--- config.mk ---
export PLATFORM = sky130hd
export DESIGN_NAME = button_debounce_bank
export DESIGN_NICKNAME = d
export VERILOG_FILES = /design/src/rtl/button_debounce_bank.sv
export SDC_FILE = /design/constraint.sdc
export NUM_CORES = 1
export LEC_CHECK = 0
export ABC_AREA = 1
export CORE_ASPECT_RATIO = 0.6
export CORE_UTILIZATION = 25
export CTS_CLUSTER_SIZE = 12
export DETAILED_ROUTE_END_ITERATION = 8
export PLACE_DENSITY_LB_ADDON = 0.2
export SYNTH_ARGS = -nofsm -noshare
export SYNTH_HDL_FRONTEND = slang
export SYNTH_HIERARCHICAL = 1
export SYNTH_SLANG_ARGS = --single-unit
--- constraint.sdc ---
create_clock -name clock -period 1.5 [get_ports clock]
set_input_delay 0.3 -clock clock [delete_from_list [all_inputs] [get_ports clock]]
set_output_delay 0.3 -clock clock [all_outputs]
set_load 0.005 [all_outputs]
--- src/rtl/button_debounce_bank.sv ---
// Multi-channel push-button conditioner: per channel a two-flop synchroniser, symmetric
// debounce, press/release pulses and a once-per-press long-press detector.

module button_debounce_lane #(
   parameter int CNT_WIDTH   = 10,
   parameter int HOLD_CYCLES = 1023,
   parameter int LONG_WIDTH  = 16,
   parameter int LONG_CYCLES = 50000
) (
   input  logic clock,
   input  logic reset,
   input  logic btn,
   output logic level,
   output logic press_pulse,
   output logic release_pulse,
   output logic long_press,
   output logic long_held
);
   localparam logic [CNT_WIDTH-1:0]  HOLD_LAST = CNT_WIDTH'(HOLD_CYCLES - 1);
   localparam logic [CNT_WIDTH-1:0]  CNT_ONE   = CNT_WIDTH'(1);
   localparam logic [LONG_WIDTH-1:0] LONG_SAT  = LONG_WIDTH'(LONG_CYCLES);
   localparam logic [LONG_WIDTH-1:0] LONG_LAST = LONG_WIDTH'(LONG_CYCLES - 1);
   localparam logic [LONG_WIDTH-1:0] LONG_ONE  = LONG_WIDTH'(1);

   logic                  s1;
   logic                  sync_q;
   logic [CNT_WIDTH-1:0]  cnt;
   logic [LONG_WIDTH-1:0] lcnt;

   always_ff @(posedge clock or posedge reset) begin
      if (reset) begin
         s1     <= 1'b0;
         sync_q <= 1'b0;
      end else begin
         s1     <= btn;
         sync_q <= s1;
      end
   end

   // Any sample agreeing with the accepted level restarts the stability count.
   always_ff @(posedge clock or posedge reset) begin
      if (reset) begin
         level         <= 1'b0;
         cnt           <= '0;
         press_pulse   <= 1'b0;
         release_pulse <= 1'b0;
      end else begin
         press_pulse   <= 1'b0;
         release_pulse <= 1'b0;
         if (sync_q == level) begin
            cnt <= '0;
         end else if (cnt == HOLD_LAST) begin
            level         <= sync_q;
            cnt           <= '0;
            press_pulse   <= sync_q;
            release_pulse <= ~sync_q;
         end else begin
            cnt <= cnt + CNT_ONE;
         end
      end
   end

   // Long-press counter saturates at LONG_CYCLES so it fires once per press.
   always_ff @(posedge clock or posedge reset) begin
      if (reset) begin
         lcnt       <= '0;
         long_press <= 1'b0;
         long_held  <= 1'b0;
      end else begin
         long_press <= 1'b0;
         if (!level) begin
            lcnt      <= '0;
            long_held <= 1'b0;
         end else if (lcnt < LONG_SAT) begin
            lcnt <= lcnt + LONG_ONE;
            if (lcnt == LONG_LAST) begin
               long_press <= 1'b1;
               long_held  <= 1'b1;
            end
         end
      end
   end
endmodule

module button_debounce_bank #(
   parameter int CHANNELS    = 2,
   parameter int CNT_WIDTH   = 10,
   parameter int HOLD_CYCLES = 1023,
   parameter int LONG_WIDTH  = 16,
   parameter int LONG_CYCLES = 50000
) (
   input  logic                clock,
   input  logic                reset,
   input  logic [CHANNELS-1:0] btn_in,
   output logic [CHANNELS-1:0] level_out,
   output logic [CHANNELS-1:0] press_pulse,
   output logic [CHANNELS-1:0] release_pulse,
   output logic [CHANNELS-1:0] long_press,
   output logic [CHANNELS-1:0] long_held
);
   for (genvar g = 0; g < CHANNELS; g++) begin : g_lane
      button_debounce_lane #(
         .CNT_WIDTH  (CNT_WIDTH),
         .HOLD_CYCLES(HOLD_CYCLES),
         .LONG_WIDTH (LONG_WIDTH),
         .LONG_CYCLES(LONG_CYCLES)
      ) u_lane (
         .clock        (clock),
         .reset        (reset),
         .btn          (btn_in[g]),
         .level        (level_out[g]),
         .press_pulse  (press_pulse[g]),
         .release_pulse(release_pulse[g]),
         .long_press   (long_press[g]),
         .long_held    (long_held[g])
      );
   end
endmodule

======== Yosys cells after proc, flatten, opt, wreduce, memory -nomap -nowiden ========
Index checks and enable logic that the tools add are counted.
word-level totals
  register bits ........................... 66
  word-level logic and storage cells ...... 70
cells by class
  muxes and demuxes ....................... 28
  reduce and logical (&&, ||, !) cells .... 4
  $lt $le $gt $ge ......................... 2
  bitwise operators ....................... 4
  add/subtract/negate cells ............... 4
  eq/ne operators ......................... 10
operator list
  kind                                                             count
  16-bit two-way mux                                               4
  10-bit two-way mux                                               4
  16-bit by 1-bit adder with 16-bit output, second input constant  2
  16-bit equality test, second input constant                      2
  16-bit less-than comparator, second input constant               2
  10-bit by 1-bit adder with 10-bit output, second input constant  2
  10-bit equality test, second input constant                      2
  1-bit two-way mux                                                20
  2-bit inequality test, second input constant                     4
  2-bit AND reduction                                              4
  1-bit inverter                                                   4
  1-bit equality test                                              2

======== Logic depth before layout (Yosys ltp) ========
  word-level depth ........................ 4
  mapped depth ............................ 9
  mapped depth without buffers ............ 9

======== Modules after synthesis ========
The synthesis kept the hierarchy.
by module, submodules not included
  module                area an instance (µm²)  cells each  instances
  button_debounce_lane  1779.2                  236         2

======== Worst setup path after synthesis ========
No wires, ideal clock.
  path type ............................... reg2reg
  start ................................... reg g_lane[0].u_lane.cnt[0]
  end ..................................... reg g_lane[0].u_lane.cnt[9]
  required time ........................... 1.378 ns
  data arrival time ....................... 1.196 ns
  library setup time ...................... 0.122 ns
  clock period less this slack ............ 1.318 ns
  stages on the path, launching flop included .. 10
  setup slack ............................. 0.182 ns
  path through ............................ dfrtp_1 inv_1 ha_1 nand2_1 nor2_1 nand3_1 nand2_1 inv_2 nand2_1 nor2_1
between the ends
  cells in the longest elaborated chain, start to end .. 3
  elaborated cells on any way between the ends .. 4
RTL lines
  item                                                                                     line    RTL
  start: declaration                                                                       27      logic [CNT_WIDTH-1:0] cnt;
  start signal: assignment                                                                 58      cnt <= cnt + CNT_ONE;
  10-bit by 1-bit adder with 10-bit output / 10-bit equality test (equally long branches)  58, 52
  10-bit two-way mux (*)                                                                   52      end else if (cnt == HOLD_LAST) begin
  10-bit two-way mux (*)                                                                   50      if (sync_q == level) begin
Every way passes the cells marked *; elsewhere a longest branch is shown, timed or not.
A chain may end at the register's enable or synchronous reset.

======== Worst setup path in the final report ========
  start ................................... reg g_lane[1].u_lane.long_press
  end ..................................... out long_press[1]
RTL lines
  item                      line  RTL
  start: declaration        16    output logic long_press,
  start signal: assignment  67    long_press <= 1'b0;
  start signal: assignment  70    long_press <= 1'b0;
  start signal: assignment  77    long_press <= 1'b1;
  end: declaration          98    output logic [CHANNELS-1:0] long_press,
No word-level cell between the ends.

==> reports/summary.json <==
{
  "std_cell_rows": 33,
  "rr_worst_depth": 7,
  "die_height_um": 94.4,
  "yosys_warnings": 6,
  "post_cts_clock_slew_at_the_launch_and_capture_registers_of_the_worst_setup_and_hold_paths_ns": 0.05,
  "hold-path-endpoint": "g_lane[0].u_lane/sync_q$_DFF_PP0_",
  "detailed_place.area_um2": 4110,
  "post_synth_xor_area_fraction_pct": 3.45,
  "drtIter0Drc": 179,
  "netlist_instances": 472,
  "crit_family": "buffers and inverters",
  "finalHoldViolations": 0,
  "post_synth_and_or_nand_nor_area_fraction_pct": 37.6,
  "ys_seq_elements": 66,
  "fin_crit_sh_pct": 96.4,
  "detail_route.wirelength_um": 8550,
  "layout-drive-gt1-share_pct": 16.1,
  "number_of_distinct_library_cells_after_synthesis": 26,
  "grt_max_degree": 34,
  "setup_total_negative_slack_ns": 0,
  "clock_latency_ns": 0.32,
  "fin_worst_hold_slack_ns": 0.350,
  "hold_depth": 0,
  "wl_per_cell_um": 12.0,
  "place.detailed.instances": 698,
  "clk_path_buf_depth": 2,
  "max_freq_mhz": 692,
  "min-delay-path-class": "register to register",
  "worstSetupStartpointType": "register",
  "post-route-min-period_ns": 1.45,
  "ys.flop_type": "sky130_fd_sc_hd__dfrtp_1",
  "avgSynthCellArea_um2": 7.54,
  "cap_viol_max_count": 0,
  "effective_utilization_at_floorplan_pct": 25.8,
  "synthesis.area_um2": 3560,
  "buffer_and_inverter_count_on_the_worst_path": 1,
  "timing.rr.end": "g_lane[1].u_lane/lcnt[11]$_DFFE_PP0P_",
  "cp_max_fo": 1,
  "critPathArrivalTime_ns": 1.15,
  "mappedNetlistNets": 482,
  "cts_max_level": 3,
  "final_cell_area_um2": 4500,
  "cpMaxStageDelayCell": "sky130_fd_sc_hd__clkdlybuf4s50_1",
  "ctsRootBufferMaster": "sky130_fd_sc_hd__clkbuf_16",
  "timing.slew.headroom_pct": 77.2,
  "worst_r2r_startpoint": "g_lane[1].u_lane/lcnt[14]$_DFFE_PP0P_",
  "tritoncts.num_buffers": 9,
  "drt_pre_antenna_iters": 4,
  "sequential_to_total_area_share_from_yosys_stat_pct": 46.4,
  "chipWidth_um": 156,
  "timing.critical_path.to_type": "output port",
  "globalRoute.totalOverflow": 0,
  "critical_path.max_stage_delay_ns": 0.49,
  "area_enclosed_by_the_die_boundary_um2": 14700,
  "worst_hold_startpoint": "g_lane[0].u_lane/s1$_DFF_PP0_",
  "grt_antenna_before_repair": 0,
  "critPathRequiredTime_ns": 1.20,
  "slew_viol_final": 0,
  "worst_path_setup_slack_after_routing_ns": 0.0547,
  "worst_setup_slack_for_register_to_register_paths_ns": 0.11,
  "cts_tree": "yes",
  "routed-via-count": 3095,
  "drtAntennaViolNets": 0,
  "number_of_synthesized_flops_with_an_enable_pin": 0,
  "fin_skew_ns": 0.00739,
  "ir_drop_mv": 0.602,
  "gp_congestion": 0.822,
  "first_pass_grt_wire_length_um": 15000,
  "pwr_density_cell_nw_per_um2": 888,
  "ios": 14,
  "place_worst_setup_slack_ns": 0.0121,
  "routed_via_density": 4.33,
  "crit_path_cell_trace": "clkdlybuf4s50_1",
  "synth_adder_area_share_pct": 2.11,
  "power.static_leakage_nw": 2.17,
  "synth_compound_gate_area_share_pct": 2.88,
  "setup_viol_count_final": 0,
  "placement.io_buffers": 13,
  "ws_path_type": "register to output port",
  "place.detailed.hpwl_um": 6260,
  "syn_to_final_growth_pct": 26.5,
  "antenna_cells_inserted": 0,
  "synth_mux_area_share_pct": 0,
  "num-nets-final": 530,
  "dominant_combinational_cell_family_by_area_after_synthesis": "simple AND/OR/NAND/NOR gates",
  "async_reset_ff_share_pct": 100,
  "timing_worst_slew_pin_value_ns": 0.339,
  "floorplan.core_area_um2": 13800,
  "postCtsHoldBufs": 0,
  "grt.total_usage_pct": 13.1,
  "finalNonFillerCells": 715,
  "vias_in_the_first_global_route": 3002,
  "post-route-drc-count": 0,
  "run_status": "completed",
  "clkSinkCount": 66
}
==> cells in the final DEF (no fill, tap or decap), drive strengths merged <==
cell             n
inv             55
nor2            72
nor3            10
nand4           34
dlymetal6s2s     5
dlygate4sd2      1
a31o             2
clkdlybuf4s50    7
buf             32
clkinv           3
nand3           28
o21ai           12
nor4             2
ha               6
clkinvlp         1
clkbuf          12
dfrtp           66
or2              2
xor2             8
bufinv           1
a31oi            4
xnor2            6
nand2          154
==> through the flow <==
step                utilization (%)  power [mW]
global route                   32.7        4.18
floorplan                         -        1.91
finish                         32.7        4.00
detailed placement             29.8        1.95
global placement               29.8        1.95
CTS                            32.0        4.08
==> layout make-up <==
cell class              count  area [um^2]
fillers                  1486         9290
multi-input cells         340         1680
flip-flops and latches     66         1650
repair buffers             45          407
clock buffers              12          256
well taps                 192          240
inverters                  58          226
clock inverters             2         37.5
==> sequential cells by signal, summed over array words and instances (netlist names) <==
register / count
g_lane.u_lane/release_pulse: 2
g_lane.u_lane/long_held: 2
g_lane.u_lane/long_press: 2
g_lane.u_lane/lcnt: 32
g_lane.u_lane/press_pulse: 2
g_lane.u_lane/sync_q: 2
g_lane.u_lane/cnt: 20
g_lane.u_lane/level: 2
g_lane.u_lane/s1: 2
==> metal layers <==
layer	part of all wire [%]	track usage, %
met4	0.60	3.02
met3	4.9	3.72
met5	0	0
met1	57	20.5
met2	38	17.2
==> synth_stat cells, types with 6 or more instances <==
master / instances / area (um^2)
sky130_fd_sc_hd__nor3_1: 10 / 50.1
sky130_fd_sc_hd__nand3_1: 28 / 140
sky130_fd_sc_hd__xor2_1: 8 / 70.1
sky130_fd_sc_hd__dfrtp_1: 66 / 1650
sky130_fd_sc_hd__inv_1: 48 / 180
sky130_fd_sc_hd__nor2_1: 64 / 240
sky130_fd_sc_hd__xnor2_1: 6 / 52.6
sky130_fd_sc_hd__nor2_2: 6 / 37.5
sky130_fd_sc_hd__ha_1: 6 / 75.1
sky130_fd_sc_hd__o21ai_1: 6 / 30.0
sky130_fd_sc_hd__inv_2: 6 / 22.5
sky130_fd_sc_hd__nand4_1: 34 / 213
sky130_fd_sc_hd__o21ai_0: 6 / 30.0
sky130_fd_sc_hd__nand2_2: 6 / 37.5
sky130_fd_sc_hd__nand2_1: 146 / 548
==> cell families (layout without fill, tap and decap cells) <==
| kind of cell | count (synthesis) | count (layout) |
|---|---|---|
| compound gates | 18 | 18 |
| xor+xnor | 14 | 14 |
| fa+ha+maj | 6 | 6 |
| buf+inv | 66 | 117 |
| flops | 66 | 66 |
| simple gates | 302 | 302 |
==> repair_timing <==
item / CTS / global route
endpoints found under the setup margin: 3 / 52
pin swaps: 0 / 1
gates resized for setup: 2 / 22
setup buffers: 2 / 1
==> how the worst max path moves through the flow <==
stage,depth (start not counted),slack (ns),start,endpoint
detailed placement,9,0.01,g_lane[0].u_lane/cnt[0]$_DFF_PP0_,g_lane[0].u_lane/cnt[7]$_DFF_PP0_
finish,1,0.05,g_lane[1].u_lane/long_press$_DFF_PP0_,long_press[1]
global placement,9,0.03,g_lane[0].u_lane/cnt[0]$_DFF_PP0_,g_lane[0].u_lane/cnt[7]$_DFF_PP0_
CTS,9,0.004,g_lane[0].u_lane/cnt[0]$_DFF_PP0_,g_lane[0].u_lane/cnt[7]$_DFF_PP0_
global route,8,-0.01,g_lane[1].u_lane/lcnt[4]$_DFFE_PP0P_,g_lane[1].u_lane/lcnt[10]$_DFFE_PP0P_
floorplan,9,0.18,g_lane[0].u_lane/cnt[0]$_DFF_PP0_,g_lane[0].u_lane/cnt[9]$_DFF_PP0_
==> where the power goes <==
group          total [mW]  internal (mW)  switching (mW)
clock                2.08           1.36           0.720
sequential           1.82           1.80          0.0189
combinational       0.103         0.0386          0.0640
total                4.00           3.20           0.803
(Power assumes the default switching activity.)
